File: config.mk
export PLATFORM = sky130hd
export DESIGN_NAME = mod241_reduce_seq
export DESIGN_NICKNAME = d
export VERILOG_FILES = /design/src/rtl/mod241_pkg.sv /design/src/rtl/mod241_fold.sv /design/src/rtl/mod241_reduce_seq.sv
export SDC_FILE = /design/constraint.sdc
export NUM_CORES = 1
export LEC_CHECK = 0
export CAP_MARGIN = 20
export CORE_MARGIN = 2
export CORE_UTILIZATION = 55
export CTS_CLUSTER_DIAMETER = 50
export CTS_CLUSTER_SIZE = 16
export DETAILED_ROUTE_END_ITERATION = 8
export PLACE_DENSITY = 0.78
export SYNTH_ARGS = -nofsm -noshare
export SYNTH_HDL_FRONTEND = slang
export SYNTH_SLANG_ARGS = --single-unit
export TNS_END_PERCENT = 5
File: constraint.sdc
create_clock -name clk -period 8.3 [get_ports clk]
set_clock_uncertainty 0.15 [all_clocks]
set_input_delay 2.075 -clock clk [delete_from_list [all_inputs] [get_ports clk]]
set_output_delay 2.075 -clock clk [all_outputs]
set_load 0.05 [all_outputs]
File: src/rtl/mod241_pkg.sv
// Shared constants for the mod-241 residue blocks: modulus, fold constant,
// chunk width, reducer state encoding and the chunk-count helper.
package mod241_pkg;

  localparam int MOD    = 241;
  localparam int FOLD_K = 15;   // 2^8 mod 241
  localparam int CHUNK  = 6;

  typedef enum logic [1:0] {
    ST_IDLE = 2'd0,
    ST_RUN  = 2'd1,
    ST_DONE = 2'd2
  } mod241_state_e;

  // Number of CHUNK-bit digits needed to cover a w-bit operand.
  function automatic int nchunk(input int w);
    return (w + CHUNK - 1) / CHUNK;
  endfunction

endpackage

File: src/rtl/mod241_fold.sv
// Combinational reduction of a 14-bit value to its canonical residue mod 241.
// Two folds using 256 == 15 (mod 241) bring the value to at most 315, then a
// single conditional subtract finishes the job.
module mod241_fold
  import mod241_pkg::*;
(
  input  logic [13:0] v_i,
  output logic [7:0]  r_o
);

  logic [10:0] s1;
  logic [8:0]  s2;

  // Fold the high byte twice, then one conditional subtract.
  always_comb begin
    s1  = 11'(v_i[13:8]) * 11'(FOLD_K) + 11'(v_i[7:0]);
    s2  = 9'(s1[10:8]) * 9'(FOLD_K) + 9'(s1[7:0]);
    r_o = (s2 >= 9'(MOD)) ? 8'(s2 - 9'(MOD)) : s2[7:0];
  end

endmodule

File: src/rtl/mod241_reduce_seq.sv
// Sequential modulo-241 reducer. Walks a W-bit operand MS chunk first,
// six bits per clock, in Horner form through one shared fold stage.
//
// state   | meaning
// --------+-----------------------------------------------------------
// IDLE    | ready for a new operand
// RUN     | consuming one 6-bit chunk per cycle
// DONE    | residue presented on out_data, waiting for out_ready
module mod241_reduce_seq #(
  parameter int W     = 48,
  parameter int CHUNK = 6
) (
  input  logic         clk,
  input  logic         rst,
  input  logic         in_valid,
  output logic         in_ready,
  input  logic [W-1:0] in_data,
  output logic         out_valid,
  input  logic         out_ready,
  output logic [7:0]   out_data,
  output logic         busy
);
  import mod241_pkg::*;

  localparam int NCHUNK = nchunk(W);
  localparam int SRW    = NCHUNK * 6;
  localparam int CW     = (NCHUNK > 1) ? $clog2(NCHUNK) : 1;

  localparam logic [1:0] S_IDLE = ST_IDLE;
  localparam logic [1:0] S_RUN  = ST_RUN;
  localparam logic [1:0] S_DONE = ST_DONE;

  if (CHUNK != 6) begin : g_chunk_chk
    $error("mod241_reduce_seq: CHUNK must be 6");
  end
  if (W < 1) begin : g_width_chk
    $error("mod241_reduce_seq: W must be at least 1");
  end

  logic [1:0]     state_q, state_d;
  logic [SRW-1:0] sr_q, sr_d;
  logic [7:0]     acc_q, acc_d;
  logic [CW-1:0]  cnt_q, cnt_d;
  logic [7:0]     fold_r;

  // acc*64 + chunk is exactly the concatenation, and stays below 16384.
  mod241_fold u_fold (
    .v_i ({acc_q, sr_q[SRW-1 -: 6]}),
    .r_o (fold_r)
  );

  // Next-state logic for the handshake FSM and the Horner datapath.
  always_comb begin
    state_d = state_q;
    sr_d    = sr_q;
    acc_d   = acc_q;
    cnt_d   = cnt_q;
    case (state_q)
      S_IDLE: begin
        if (in_valid) begin
          sr_d    = SRW'(in_data);
          acc_d   = 8'd0;
          cnt_d   = CW'(NCHUNK - 1);
          state_d = S_RUN;
        end
      end
      S_RUN: begin
        acc_d = fold_r;
        sr_d  = sr_q << 6;
        if (cnt_q == '0) state_d = S_DONE;
        else             cnt_d   = cnt_q - CW'(1);
      end
      S_DONE: begin
        if (out_ready) state_d = S_IDLE;
      end
      default: state_d = S_IDLE;
    endcase
  end

  // State registers; reset discards any operand in flight.
  always_ff @(posedge clk) begin
    if (rst) begin
      state_q <= S_IDLE;
      sr_q    <= '0;
      acc_q   <= '0;
      cnt_q   <= '0;
    end else begin
      state_q <= state_d;
      sr_q    <= sr_d;
      acc_q   <= acc_d;
      cnt_q   <= cnt_d;
    end
  end

  assign in_ready  = (state_q == S_IDLE);
  assign out_valid = (state_q == S_DONE);
  assign busy      = (state_q != S_IDLE);
  assign out_data  = acc_q;

endmodule

**Word-level counts from Yosys, hierarchy flattened**

Index checks and enable logic that the tools add are counted.

- $lt $le $gt $ge: 1
- Eq/ne operators: 6
- Reduce and logical (&&, ||, !) cells: 7
- Multipliers: 2
- Add/subtract/negate cells: 4
- Muxes and demuxes: 12

Operators by type and width:

| cell | number |
|---|---|
| case mux 48 bit (2 select lines) | 1 |
| 2-to-1 mux 48 bit | 1 |
| 2-to-1 mux 8 bit | 2 |
| case mux 8 bit (2 select lines) | 1 |
| adder 10 x 8 -> 11 bit | 1 |
| multiplier 6 x 4 -> 10 bit (second input constant) | 1 |
| adder 7 x 8 -> 9 bit | 1 |
| >= comparator 9 x 8 -> 1 bit (second input constant) | 1 |
| subtractor 8 bit (second input constant) | 1 |
| multiplier 3 x 4 -> 7 bit (second input constant) | 1 |
| 2-to-1 mux 2 bit | 3 |
| 2-to-1 mux 3 bit | 2 |
| != test 2 bit (second input constant) | 3 |
| case mux 2 bit (3 select lines) | 1 |
| case mux 3 bit (2 select lines) | 1 |
| AND reduction 3 bit | 2 |
| nonzero test 2 bit | 2 |
| logical NOT 3 bit | 1 |
| subtractor 3 x 1 -> 3 bit (second input constant) | 1 |
| == test 2 x 1 -> 1 bit (second input constant) | 1 |
| == test 2 bit (second input constant) | 1 |
| logical NOT 2 bit | 1 |
| != test 2 x 1 -> 1 bit (second input constant) | 1 |
| AND reduction 2 bit | 1 |

- Output and inout bits: 11
- Bits in registers: 61

**Logic depth before layout (Yosys ltp)**

- Depth in word-level cells: 7
- Depth in mapped cells: 26
- Gate-level depth less buffers: 26

**Cells and area by module**

From an unflattened synthesis, not the netlist that was laid out.

- Cell total of the unflattened synthesis: 437
- Area, all modules: 4038.9 sq um

By module, submodules not included:

| module | instances | area an instance (sq um) | seq. area each (sq um) | cells an instance |
|---|---|---|---|---|
| mod241_reduce_seq | 1 | 2549.9 | 1221.2 | 260 |
| mod241_fold | 1 | 1488.9 | 0.0 | 177 |

**Least setup slack after synthesis**

OpenSTA, ideal clock, no wires.

- Path kind: flip-flop to flip-flop
- Start point: register acc_q[5], in the netlist out_data[5]
- End point: register acc_q[5], in the netlist out_data[5]
- Setup time: 117 ps
- Path slack: 922 ps
- Data required time: 8033 ps
- Period minus slack after synthesis: 7378 ps
- Cell stages (with the launch flop): 26
- Arrival: 7111 ps
- Path through: dfxtp_1 -> inv_1 -> fa_1 -> inv_1 -> fa_1 -> inv_1 -> fa_1 -> inv_1 -> ha_1 -> o21ai_0 -> o21a_1 -> o21bai_1 -> a21oi_1 -> xnor2_1 -> fa_1 -> inv_1 -> fa_1 -> inv_1 -> fa_1 -> or3_1 -> or2_4 -> o21a_1 -> a311oi_2 -> nor3b_2 -> xnor2_1 -> a22o_1

- Word-level cells in the longest chain between the ends: 7
- Elaborated cells on any way between the ends: 8
- Those cells by class: 3 x add/sub; 2 x mul; 1 x order compare; 2 x mux

RTL lines:

| element | RTL line | RTL |
|---|---|---|
| start, declared | mod241_reduce_seq.sv:42 | `logic [7:0] acc_q, acc_d;` |
| start signal, assigned | mod241_reduce_seq.sv:85 | `acc_q <= '0;` |
| start signal, assigned | mod241_reduce_seq.sv:90 | `acc_q <= acc_d;` |
| multiplier 6 x 4 -> 10 bit (*) | mod241_fold.sv:16 | `s1 = 11'(v_i[13:8]) * 11'(FOLD_K) + 11'(v_i[7:0]);` |
| adder 10 x 8 -> 11 bit (*) | mod241_fold.sv:16 |  |
| multiplier 3 x 4 -> 7 bit | mod241_fold.sv:17 | `s2 = 9'(s1[10:8]) * 9'(FOLD_K) + 9'(s1[7:0]);` |
| adder 7 x 8 -> 9 bit (*) | mod241_fold.sv:17 |  |
| subtractor 8 bit / >= comparator 9 x 8 -> 1 bit (equally long branches) | mod241_fold.sv:18 | `r_o = (s2 >= 9'(MOD)) ? 8'(s2 - 9'(MOD)) : s2[7:0];` |
| 2-to-1 mux 8 bit (*) | mod241_fold.sv:18 |  |
| case mux 8 bit (2 select lines) (*) | mod241_reduce_seq.sv:58 | `case (state_q)` |

Mark *: on every way between the ends. The rest lies on a longest branch, timed or not.
A chain may end at the register's enable or synchronous reset.

**Final worst setup path**

- Start point: register acc_q[5], in the netlist out_data[5]
- End point: register acc_q[0], in the netlist out_data[0]

The elaborated chain is that of the path after synthesis.

==> impl_metrics.json <==
{
  "crit_arrival_ns": 7.45,
  "postRouteAntennaNets": 0,
  "critical_path_class": "reg2reg",
  "avgRoutedWirePerCell_um": 13.9,
  "power_density_mw_per_mm2": 249,
  "rrSetupSlack_ns": 0.92,
  "cpMaxStageDelayCell": "fa_1",
  "hold_viol": 0,
  "maxSlewHeadroom_pct": 31.0,
  "synth_cells": 450,
  "cp_max_fo": 6,
  "vias": 3180,
  "fmax_mhz": 136,
  "io-pin-count": 63,
  "drt_first_iter_violations": 144,
  "avgSynthCellArea_sq_um": 9.08,
  "hpwl_um": 6500,
  "synth_area_leaders": "dfxtp_1 30%, ha_1 11%, mux2i_1 11%, fa_1 9.3%, a211oi_1 8.6%",
  "grt_usage_pct": 22.1,
  "die_w_um": 90.2,
  "clk_pin_slew_ns": 0.07,
  "syn2layout_area_growth_pct": 22.5,
  "rows": 31,
  "ctsResizeCount": 0,
  "cts_buffers": 9,
  "synth_nets": 557,
  "status": "finished clean",
  "fin_crit_ns": 7.38,
  "num_antenna_cells": 0,
  "grt_max_degree": 57,
  "clockBufferDepth": 2,
  "synth_edf_count": 0,
  "drc": 0,
  "path_buf_inv": 6,
  "die_h_um": 90.2,
  "synthDistinctLibCells": 46,
  "ys.flop_type": "dfxtp_1",
  "die_area_sq_mm": 0.00813,
  "first_global_vias": 3291,
  "yosysMostFrequentCell": "nor2_1",
  "yosys-top-cells-count": "64 x nor2_1, 61 x dfxtp_1, 52 x inv_1",
  "ys_warn_count": 0,
  "place.port_buffers": 62,
  "cp_top_family": "adder cells",
  "post-synth-top-area-cell": "dfxtp_1",
  "fillCellCount": 588,
  "vdd_drop_max_mv": 0.152,
  "drive_gt1_share_pct": 6.71,
  "hold_buffers": 0,
  "cts_tree": "yes",
  "clkSinkCount": 61,
  "initial_core_util_pct": 56.6,
  "timing.final.crit_share_pct": 88.9,
  "max_stage_delay_ns": 0.60,
  "slew_viol_final": 0,
  "drv_cap": 0,
  "worst_pin_slew_ns": 1.03,
  "synth-seq-cells": 61,
  "vias_per_cell": 5.25,
  "critPathRequiredTime_ns": 8.37,
  "grt_pass1_wl_um": 14600,
  "dr.pass1.iters": 4,
  "power_mw": 1.24,
  "postCtsSetupRepairBufs": 0,
  "leakage_nw": 2.44,
  "finalSetupViolCount": 0,
  "hp-class": "reg2reg",
  "root_buffer": "clkbuf_8",
  "cts.htree.levels": 3,
  "async_flop_share_pct": 0,
  "grt_antenna_before_repair": 0,
  "tns_ns": 0,
  "fin_nets": 609,
  "rsz0062_at_grt": "no",
  "netlist_area_sq_mm": 0.00408,
  "synth_top_cell_area_share_pct": 29.9,
  "gp_congestion": 0.897,
  "insertion_delay_ns": 0.34,
  "end_kind": "register",
  "wirelength_um": 8420,
  "overflow": 0,
  "start_kind": "register",
  "core_sq_mm": 0.00721,
  "synth_seq_area_share_pct": 29.9
}
[power by group]
part           total (mW)  switching (mW)  internal (mW)
sequential          0.358          0.0270          0.331
clock               0.318           0.110          0.207
combinational       0.569           0.318          0.251
total                1.24           0.455          0.789
[final cells by class]
cell class	instances	area [sq um]	share of cell area (%)
Multi-Input combinational cell	314	2590	51.8
Sequential cell	61	1220	24.4
Timing Repair Buffer	64	631	12.6
Inverter	52	195	3.90
Clock buffer	12	145	2.90
Tap cell	99	124	2.48
Clock inverter	4	95.1	1.90
[metrics by stage]
step	cells	instance area [sq um]	setup WS, ns	hold WS [ns]	util, %
after floorplan	450	4080	0.922	0.287	-
after global placement	590	4760	1.06	0.306	66.0
after detailed placement	590	4760	0.963	0.311	66.0
after CTS	606	5000	0.924	0.320	69.3
after global routing	606	5000	0.421	0.338	69.3
final	606	5000	0.922	0.314	69.3
[sequential cells by signal, summed over array words and instances (netlist names)]
register  count
out_data      8
sr_q         48
state_q       2
cnt_q         3
[logic make-up (layout without fill, tap and decap cells)]
family | Yosys count | after routing | share of synthesized area [%]
xor+xnor | 15 | 15 | 3.22
fa+ha+maj | 55 | 55 | 20.3
buf+inv | 75 | 132 | 6.92
mux | 43 | 43 | 10.5
simple gates | 106 | 106 | 12.3
flops | 61 | 61 | 29.9
compound gates | 95 | 95 | 16.7
[metal layers]
layer  part of all wire, %  vias to the layer above  wire length [um]  global-route usage [%]
met2                    50                       53              4200                    39.0
met4                  0.50                        0                42                    5.26
met3                   4.8                        4               406                    6.96
li1                      -                     1652                 -                       -
met5                     0                        -                 0                       0
met1                    45                     1471              3770                    26.2
[cell usage in the layout, fill, tap and decap left out, types with 19 or more instances in the layout]
cell type        netlist  layout
fa_1                  19      19
nor2_1                64      63
ha_1                  36      36
a211oi_1              47      47
mux2i_1               43      43
inv_1                 52      52
clkdlybuf4s50_1        0      61
dfxtp_1               61      61
[worst paths after layout]
kind,from,cells past startpoint,to
hold reg to reg,cnt_q[0]$_SDFFE_PP0P_,1,cnt_q[0]$_SDFFE_PP0P_
hold / removal,cnt_q[0]$_SDFFE_PP0P_,1,cnt_q[0]$_SDFFE_PP0P_
setup / recovery,out_data[5]$_SDFFE_PP0P_,25,out_data[0]$_SDFFE_PP0P_
setup reg to reg,out_data[5]$_SDFFE_PP0P_,25,out_data[0]$_SDFFE_PP0P_
Power figures use the tool's default switching activity.
